## src/rtl/hex_display_pkg.sv

```systemverilog
// Shared constants for the hex display bank: segment patterns and blink sizing helper.
package hex_display_pkg;

  // All segments off (active-low outputs).
  localparam logic [6:0] SEG_BLANK = 7'h7F;

  // Active-low a..g patterns (bit 0 = a, bit 6 = g), indexed by hex digit.
  localparam logic [6:0] SEG_LUT [16] = '{
    7'h40, 7'h79, 7'h24, 7'h30, 7'h19, 7'h12, 7'h02, 7'h78,
    7'h00, 7'h10, 7'h08, 7'h03, 7'h46, 7'h21, 7'h06, 7'h0E
  };

  // Width of a counter holding 0..div-1; never narrower than one bit.
  function automatic int unsigned blink_cnt_width(input int unsigned div);
    return (div < 2) ? 1 : $clog2(div);
  endfunction

endpackage

```

## src/rtl/hex7seg_decode.sv

```systemverilog
// Combinational nibble-to-seven-segment lookup with a forced-blank override.
module hex7seg_decode
  import hex_display_pkg::*;
(
  input  logic [3:0] digit_i,
  input  logic       blank_i,
  output logic [6:0] seg_o
);

  // Blank wins over the digit pattern.
  always_comb begin
    seg_o = blank_i ? SEG_BLANK : SEG_LUT[digit_i];
  end

endmodule

```

## src/rtl/hex_display_bank.sv

```systemverilog
// Multi-digit seven-segment controller: value register with hex/BCD increment,
// leading-zero blanking, per-digit blink and a registered HEX output.
module hex_display_bank
  import hex_display_pkg::*;
#(
  parameter int unsigned NUM_DIGITS = 6,
  parameter int unsigned BLINK_DIV  = 25_000_000
) (
  input  logic                      clk,
  input  logic                      resetn,
  input  logic                      load,
  input  logic [4*NUM_DIGITS-1:0]   load_data,
  input  logic                      inc,
  input  logic                      bcd_mode,
  input  logic                      blank_lz,
  input  logic [NUM_DIGITS-1:0]     blink_mask,
  output logic [4*NUM_DIGITS-1:0]   value,
  output logic                      wrap,
  output logic                      bcd_err,
  output logic [7*NUM_DIGITS-1:0]   HEX
);

  localparam int unsigned W    = 4 * NUM_DIGITS;
  localparam int unsigned HW   = 7 * NUM_DIGITS;
  localparam int unsigned CntW = blink_cnt_width(BLINK_DIV);
  localparam logic [CntW-1:0] CntLast = CntW'(BLINK_DIV - 1);

  logic [W-1:0]          value_q, value_d;
  logic                  wrap_q, wrap_d;
  logic                  bcd_err_q, bcd_err_d;
  logic [CntW-1:0]       cnt_q, cnt_d;
  logic                  phase_q, phase_d;
  logic [HW-1:0]         hex_q, hex_d;

  logic [W-1:0]          hex_sum;
  logic                  hex_carry;
  logic [W-1:0]          bcd_sum;
  logic                  bcd_carry;
  logic                  load_has_gt9;
  logic [NUM_DIGITS-1:0] digit_blank;
  logic                  cnt_last;

  // Binary increment with carry-out marking rollover from all-F.
  always_comb begin
    {hex_carry, hex_sum} = {1'b0, value_q} + (W + 1)'(1);
  end

  // Decimal ripple increment; digits above 9 behave as 9 and carry onward.
  always_comb begin
    logic       carry;
    logic [3:0] digit;
    carry   = 1'b1;
    digit   = 4'd0;
    bcd_sum = '0;
    for (int i = 0; i < NUM_DIGITS; i++) begin
      digit = value_q[4*i +: 4];
      if (!carry) begin
        bcd_sum[4*i +: 4] = digit;
      end else if (digit >= 4'd9) begin
        bcd_sum[4*i +: 4] = 4'd0;
      end else begin
        bcd_sum[4*i +: 4] = digit + 4'd1;
        carry             = 1'b0;
      end
    end
    bcd_carry = carry;
  end

  // Flag any non-decimal nibble in the incoming load word.
  always_comb begin
    load_has_gt9 = 1'b0;
    for (int i = 0; i < NUM_DIGITS; i++) begin
      if (load_data[4*i +: 4] > 4'd9) begin
        load_has_gt9 = 1'b1;
      end
    end
  end

  // Value register next state: load beats inc; wrap only from an inc rollover.
  always_comb begin
    value_d   = value_q;
    wrap_d    = 1'b0;
    bcd_err_d = bcd_err_q;
    if (load) begin
      value_d = load_data;
      if (bcd_mode && load_has_gt9) begin
        bcd_err_d = 1'b1;
      end
    end else if (inc) begin
      if (bcd_mode) begin
        value_d = bcd_sum;
        wrap_d  = bcd_carry;
      end else begin
        value_d = hex_sum;
        wrap_d  = hex_carry;
      end
    end
  end

  // Free-running blink divider; phase flips each time the counter wraps.
  always_comb begin
    cnt_last = (cnt_q == CntLast);
    cnt_d    = cnt_last ? '0 : cnt_q + CntW'(1);
    phase_d  = phase_q ^ cnt_last;
  end

  // Per-digit blanking: leading zeros (never digit 0) ORed with blink.
  always_comb begin
    logic zero_above;
    zero_above  = 1'b1;
    digit_blank = '0;
    for (int i = NUM_DIGITS - 1; i >= 0; i--) begin
      zero_above     = zero_above & (value_q[4*i +: 4] == 4'd0);
      digit_blank[i] = (blank_lz && (i != 0) && zero_above) ||
                       (phase_q && blink_mask[i]);
    end
  end

  for (genvar g = 0; g < NUM_DIGITS; g++) begin : gen_dec
    hex7seg_decode u_dec (
      .digit_i (value_q[4*g +: 4]),
      .blank_i (digit_blank[g]),
      .seg_o   (hex_d[7*g +: 7])
    );
  end

  // State registers; reset leaves the display fully blank.
  always_ff @(posedge clk or negedge resetn) begin
    if (!resetn) begin
      value_q   <= '0;
      wrap_q    <= 1'b0;
      bcd_err_q <= 1'b0;
      cnt_q     <= '0;
      phase_q   <= 1'b0;
      hex_q     <= '1;
    end else begin
      value_q   <= value_d;
      wrap_q    <= wrap_d;
      bcd_err_q <= bcd_err_d;
      cnt_q     <= cnt_d;
      phase_q   <= phase_d;
      hex_q     <= hex_d;
    end
  end

  // Outputs straight from registers.
  always_comb begin
    value   = value_q;
    wrap    = wrap_q;
    bcd_err = bcd_err_q;
    HEX     = hex_q;
  end

endmodule

```

## config.mk

```make
export PLATFORM = sky130hd
export DESIGN_NAME = hex_display_bank
export DESIGN_NICKNAME = d
export VERILOG_FILES = /design/src/rtl/hex_display_pkg.sv /design/src/rtl/hex7seg_decode.sv /design/src/rtl/hex_display_bank.sv
export SDC_FILE = /design/constraint.sdc
export NUM_CORES = 1
export LEC_CHECK = 0
export CORE_MARGIN = 1
export CORE_UTILIZATION = 49
export DETAILED_ROUTE_END_ITERATION = 12
export PLACE_DENSITY = 0.82
export SYNTH_ARGS = -nofsm -noshare
export SYNTH_HDL_FRONTEND = slang
export SYNTH_SLANG_ARGS = --single-unit
```

## constraint.sdc

```tcl
create_clock -name clk -period 2.1 [get_ports clk]
set_clock_uncertainty 0.1 [all_clocks]
set_input_delay 0.21 -clock clk [delete_from_list [all_inputs] [get_ports clk]]
set_output_delay 0.21 -clock clk [all_outputs]
set_load 0.03 [all_outputs]
```

==> run_results.csv, run 1 <==
group,metric,value,unit
routing,route.detailed.drc,0,
synthesis,synth_area_leaders,"dfrtp_1 21%, dfstp_2 18%, ha_1 6.8%",
global_routing,grt_pass1_vias,6457,
global_routing,grt_usage,31.5,%
routing,firstDrtPassIters,5,
synthesis,async_flop_share,100,%
timing,period_needed,2.20,ns
worst_setup_path,worstPathMaxFanout,6,
routing,ant_nets,0,
final_layout,layout_common_cells,"111 x buf_4, 96 x clkdlybuf4s50_1, 65 x nand2_1, 42 x dfstp_2, 41 x nor2_1",
timing,fin_crit_sh,105,%
clocking,cts.path.max_buffers,2,
routing,drtIter0Drc,681,
final_layout,area_growth_syn_to_layout,43.7,%
clocking,htreeDepth,3,
timing,hold-worst-slack,0.302,ns
worst_setup_path,critPathCaptureType,"flop",
power,leakagePower,0.00369,uW
floorplanning,die_area,13100,sq um
final_layout,nFillCells,855,
synthesis,ys_seq_area_share,38.7,%
timing,slew_violations,0,
outcome,failed_checks,"setup timing",
synthesis,ys_warn_count,0,
outcome,outcome,"finished, violations left",
clocking,clkLatencyLatePin,0.36,ns
floorplanning,coreArea,12200,sq um
floorplanning,initial_core_util,51.1,%
flow_run,max_cap_violations,0,
power,finalPower,7240,uW
clocking,cts_made_buffers,9,
clocking,cts_tree,"yes",
timing,slew_headroom,58.7,%
global_routing,grt_pass1_wl,32.3,mm
final_layout,nNetsFinal,941,
clocking,cts.sinks,94,
synthesis,synth_cells,678,
place,port_buffers,103,
synthesis,syn_area,6210,sq um
synthesis,synth_top_area_share,20.9,%
min_path,hp-class,"primary input to asynchronous set/reset pin",
worst_setup_path,r2r_setup_slack,-0.1,ns
power,peakVddDrop,581,uV
timing,fmax,0.455,GHz
synthesis,synth_top_cell_by_area,"dfrtp_1",
timing,rsz0062_at_grt,"true",
timing,hold_viol,0,
routing,postRouteWirelength,20.7,mm
synthesis,syn_area_per_cell,9.16,sq um
floorplanning,ioPinCount,104,
synthesis,synth-edff-count,0,
global_routing,antenna_found_initial,0,
worst_setup_path,worstPathRequired,2.24,ns
timing,setup_ws,-0.0981,ns
synthesis,synth_seq_cells,94,
place,dpl.hpwl,14.5,mm
routing,dr_total_vias,6515,
worst_setup_path,critical_path.startpoint_type,"flop",
final_layout,drive_above_1_share,30.0,%
global_routing,grt.overflow.total,0,
final_layout,multi_input_area,3850,sq um
routing,viasPerCell,6.24,
floorplanning,die_y,115,um
power,power_density,811,nW/um^2
floorplanning,num_rows,40,
routing,wire_per_inst,19.9,um
synthesis,synthDistinctLibCells,85,
clocking,cts-root-buf,"clkbuf_16",
timing,finalSetupViolations,10,
synthesis,syn_nets,748,
final_layout,layout_commonest_cell,"buf_4",
synthesis,ys.flop_type,"dfrtp_1",
worst_setup_path,crit_type,"flop to flop",
floorplanning,dieWidth,115,um
timing,worst-slew-pin-transition,0.619,ns
final_layout,n_antenna_cell,0,
final_layout,seq_area,2420,sq um
worst_setup_path,worstPathArrival,2.34,ns
global_routing,grt_max_degree,49,
clocking,clkTransAtPathRegs,0.07,ns
place,globalplace.congestion,0.999,
==> final timing paths <==
| kind | startpoint | to | depth (start not counted) |
|---|---|---|---|
| max in group asynchronous | resetn | HEX[37] | 3 |
| max | value[5] | value[21] | 7 |
| min reg2reg | cnt_q[15] | cnt_q[15] | 1 |
| min | resetn | value[11] | 2 |
| max reg2reg | value[5] | value[21] | 7 |
| min in group clk | cnt_q[15] | cnt_q[15] | 1 |
==> registers in the layout, indices dropped and copies added (netlist names) <==
register and count:
wrap 1, cnt_q 25, HEX 42, bcd_err 1, phase_q 1, value 24
==> cells in the mapped netlist (19+ instances only) <==
cell type / number
nand2_1: 66
dfrtp_1: 52
dfstp_2: 42
nor2_1: 42
o21ai_0: 42
ha_1: 34
nand3_1: 33
inv_1: 31
o211ai_1: 27
clkbuf_1: 23
a21oi_1: 22
o311ai_0: 19
==> logic make-up (layout without fill, tap and decap cells) <==
| family | count (synthesis) | after routing | synth area share, % |
|---|---|---|---|
| compound gates | 194 | 194 | 22.2 |
| xor+xnor | 25 | 25 | 3.52 |
| fa+ha+maj | 34 | 34 | 6.85 |
| buf+inv | 72 | 270 | 4.75 |
| flops | 94 | 94 | 38.7 |
| mux | 8 | 8 | 1.57 |
| simple gates | 251 | 251 | 22.4 |
==> per-stage QoR <==
stage	setup WS, ns	setup TNS [ns]	std cells	cell area [sq um]	utilization, %
6_report	-0.0981	-0.606	1044	8920	73.4
5_1_grt	-0.130	-1.54	1044	8920	73.4
4_1_cts	-0.0845	-0.374	1035	8670	71.3
3_5_place_dp	-0.140	-1.40	1013	8190	67.4
3_3_place_gp	-0.0192	-0.0923	1013	8190	67.4
2_1_floorplan	-0.0862	-0.244	678	6330	-
==> critical path, cell delays in order, from the launching register on <==
cell and delay (ns):
dfrtp_2 0.43, buf_4 0.13, buf_4 0.12, nand4_2 0.22, nor4_1 0.50, a31o_2 0.26
o211ai_1 0.09, a22o_1 0.24
==> per-layer routing <==
| layer | part of all wire [%] | up-vias | global-route usage (%) |
|---|---|---|---|
| met2 | 51 | 407 | 54.7 |
| met1 | 38 | 3135 | 38.0 |
| met5 | 0 | - | 0 |
| met4 | 3.2 | 0 | 14.8 |
| met3 | 8.6 | 73 | 5.13 |
| li1 | - | 2900 | - |
==> where the power goes <==
part	switching (uW)	total, uW	internal [uW]	leakage [uW]
registers	154	2360	2210	0.00108
logic	1740	3050	1320	0.00245
clock network	769	1830	1060	0.000154
==> what timing repair did <==
action,in CTS,in global routing
setup endpoints to repair,28,41
pin swaps,15,19
hold endpoints to repair,13,0
setup buffers,5,9
resized for setup,34,37
hold buffers,1,0
==> area by class of cell <==
class | instances | area share (%)
clock buffers | 10 | 2.57
clock inverters | 6 | 1.05
inverters | 32 | 1.51
multi-input cells | 512 | 43.2
flip-flops and latches | 94 | 27.1
well taps | 168 | 2.36
repair buffers | 222 | 22.2
No activity file was read; power rests on OpenSTA's default activity.
==> run 2, diff against run 1 <==
CTS_CLUSTER_SIZE = 28   (was unset)
==> results of run 2 <==
The final DEF is identical to that of run 1; final timing and power are the same.
==> run 3, diff against run 2 <==
CORE_UTILIZATION = 40   (was 49)
PLACE_DENSITY = 0.7   (was 0.82)
==> run_results.csv, run 3 (same netlist as run 1, synthesis figures left out) <==
group,metric,value,unit
timing,hold_viol,0,
clocking,clkTransAtPathRegs,0.07,ns
global_routing,antenna_found_initial,0,
worst_setup_path,critPathCaptureType,"flop",
timing,setup_ws,-0.0293,ns
timing,rsz0062_at_grt,"true",
final_layout,n_antenna_cell,0,
clocking,cts-root-buf,"clkbuf_16",
routing,viasPerCell,5.98,
timing,period_needed,2.13,ns
timing,fin_crit_sh,101,%
timing,finalSetupViolations,5,
place,port_buffers,103,
clocking,cts_tree,"yes",
power,leakagePower,0.00367,uW
outcome,failed_checks,"setup timing",
floorplanning,die_y,127,um
routing,ant_nets,0,
final_layout,layout_common_cells,"109 x buf_4, 96 x clkdlybuf4s50_1, 65 x nand2_1, 42 x dfstp_2, 41 x nor2_1",
min_path,hp-class,"primary input to asynchronous set/reset pin",
timing,fmax,0.470,GHz
worst_setup_path,critical_path.startpoint_type,"flop",
power,internal-power,4330,uW
power,peakVddDrop,393,uV
place,pre_cts_slack,-0.0969,ns
timing,slew_headroom,62.8,%
final_layout,fin_area,8900,sq um
floorplanning,dieWidth,127,um
routing,drtIter0Drc,496,
place,globalplace.congestion,0.939,
routing,route.detailed.drc,0,
global_routing,grt_pass1_wl,32.3,mm
worst_setup_path,worstPathRequired,2.24,ns
routing,wire_per_inst,19.0,um
final_layout,layout_commonest_cell,"buf_4",
power,power_density,787,nW/um^2
power,seqPwrFrac,33.7,%
timing,slew_violations,0,
final_layout,nNetsFinal,940,
worst_setup_path,worstPathMaxFanout,5,
worst_setup_path,crit_type,"flop to flop",
clocking,cts_made_buffers,9,
final_layout,area_growth_syn_to_layout,43.3,%
power,combPwrFrac,42.8,%
global_routing,grt_max_degree,42,
timing,setup-tns-final,-0.0810,ns
routing,firstDrtPassIters,6,
outcome,outcome,"finished, violations left",
final_layout,largest_register_ffs,42,
floorplanning,die_area,16000,sq um
final_layout,post-route-util,58.6,%
clocking,htreeDepth,3,
floorplanning,ioPinCount,104,
routing,postRouteWirelength,20.2,mm
flow_run,max_cap_violations,0,
clocking,clkLatencyLatePin,0.36,ns
routing,dr_total_vias,6353,
floorplanning,num_rows,45,
place,place_area,8230,sq um
clocking,cts.path.max_buffers,2,
power,switching_power,2670,uW
final_layout,drive_above_1_share,29.9,%
power,pwr-share-clk,23.5,%
place,dpl.hpwl,14.8,mm
clocking,cts.sinks,94,
floorplanning,coreArea,15200,sq um
timing,hold-worst-slack,0.257,ns
worst_setup_path,worstPathArrival,2.27,ns
power,swShare,38.2,%
global_routing,grt.overflow.total,0,
global_routing,grt_usage,25.6,%
floorplanning,initial_core_util,40.9,%
global_routing,grt_pass1_vias,6280,
timing,worst-slew-pin-transition,0.553,ns
## run 3: power groups by stage
stage | clock network, uW | registers [uW] | logic [uW]
final | 1650 | 2360 | 3000
after global routing | 1750 | 2390 | 3190
after CTS | 1670 | 2360 | 2890
after detailed placement | 0 | 2380 | 2800
after global placement | 0 | 2370 | 2770
after floorplan | 0 | 2950 | 1020
## run 3: timing repair
action	in CTS	in global routing
hold buffers	1	0
endpoints found under the hold margin	11	0
pin swaps	13	15
setup endpoints to repair	24	37
setup buffers	7	6
gates resized for setup	28	42
## run 3: routing by layer
metal	up-vias	GRT usage [%]	wire (um)
li1	2914	-	-
met1	3104	33.1	8710
met2	283	41.5	9570
met3	52	4.43	1250
met4	0	12.3	646
met5	-	0	0
## run 3: critical path, stage by stage, from the launching register on
cell       delay [ns]
dfrtp_2          0.42
buf_4            0.16
ha_4             0.16
or3b_4           0.42
nand4_1          0.14
buf_4            0.14
nor3_4           0.05
o2bb2ai_2        0.13
a221o_1          0.29
## run 3: stage by stage
step / instances / power (uW)
floorplan: 678 / 3970
CTS: 1057 / 6920
detailed placement: 1033 / 5190
global route: 1063 / 7330
finish: 1063 / 7000
global placement: 1033 / 5150
## run 3: cell type report
| cell class | count | area [sq um] |
|---|---|---|
| well taps | 188 | 235 |
| multi-input cells | 512 | 3840 |
| flip-flops and latches | 94 | 2420 |
| inverters | 32 | 130 |
| repair buffers | 221 | 1980 |
| clock inverters | 7 | 67.6 |
| fillers | 1281 | 6300 |
| clock buffers | 9 | 225 |
## run 3: final timing paths
path	startpoint	to	slack, ns	depth (start not counted)
max	value[12]	value[22]	-0.03	8
min	resetn	value[10]	0.26	2
max reg2reg	value[12]	value[22]	-0.03	8
min reg2reg	cnt_q[0]	cnt_q[0]	0.39	1
max in group asynchronous	resetn	cnt_q[12]	0.88	4
min in group clk	cnt_q[0]	cnt_q[0]	0.39	1
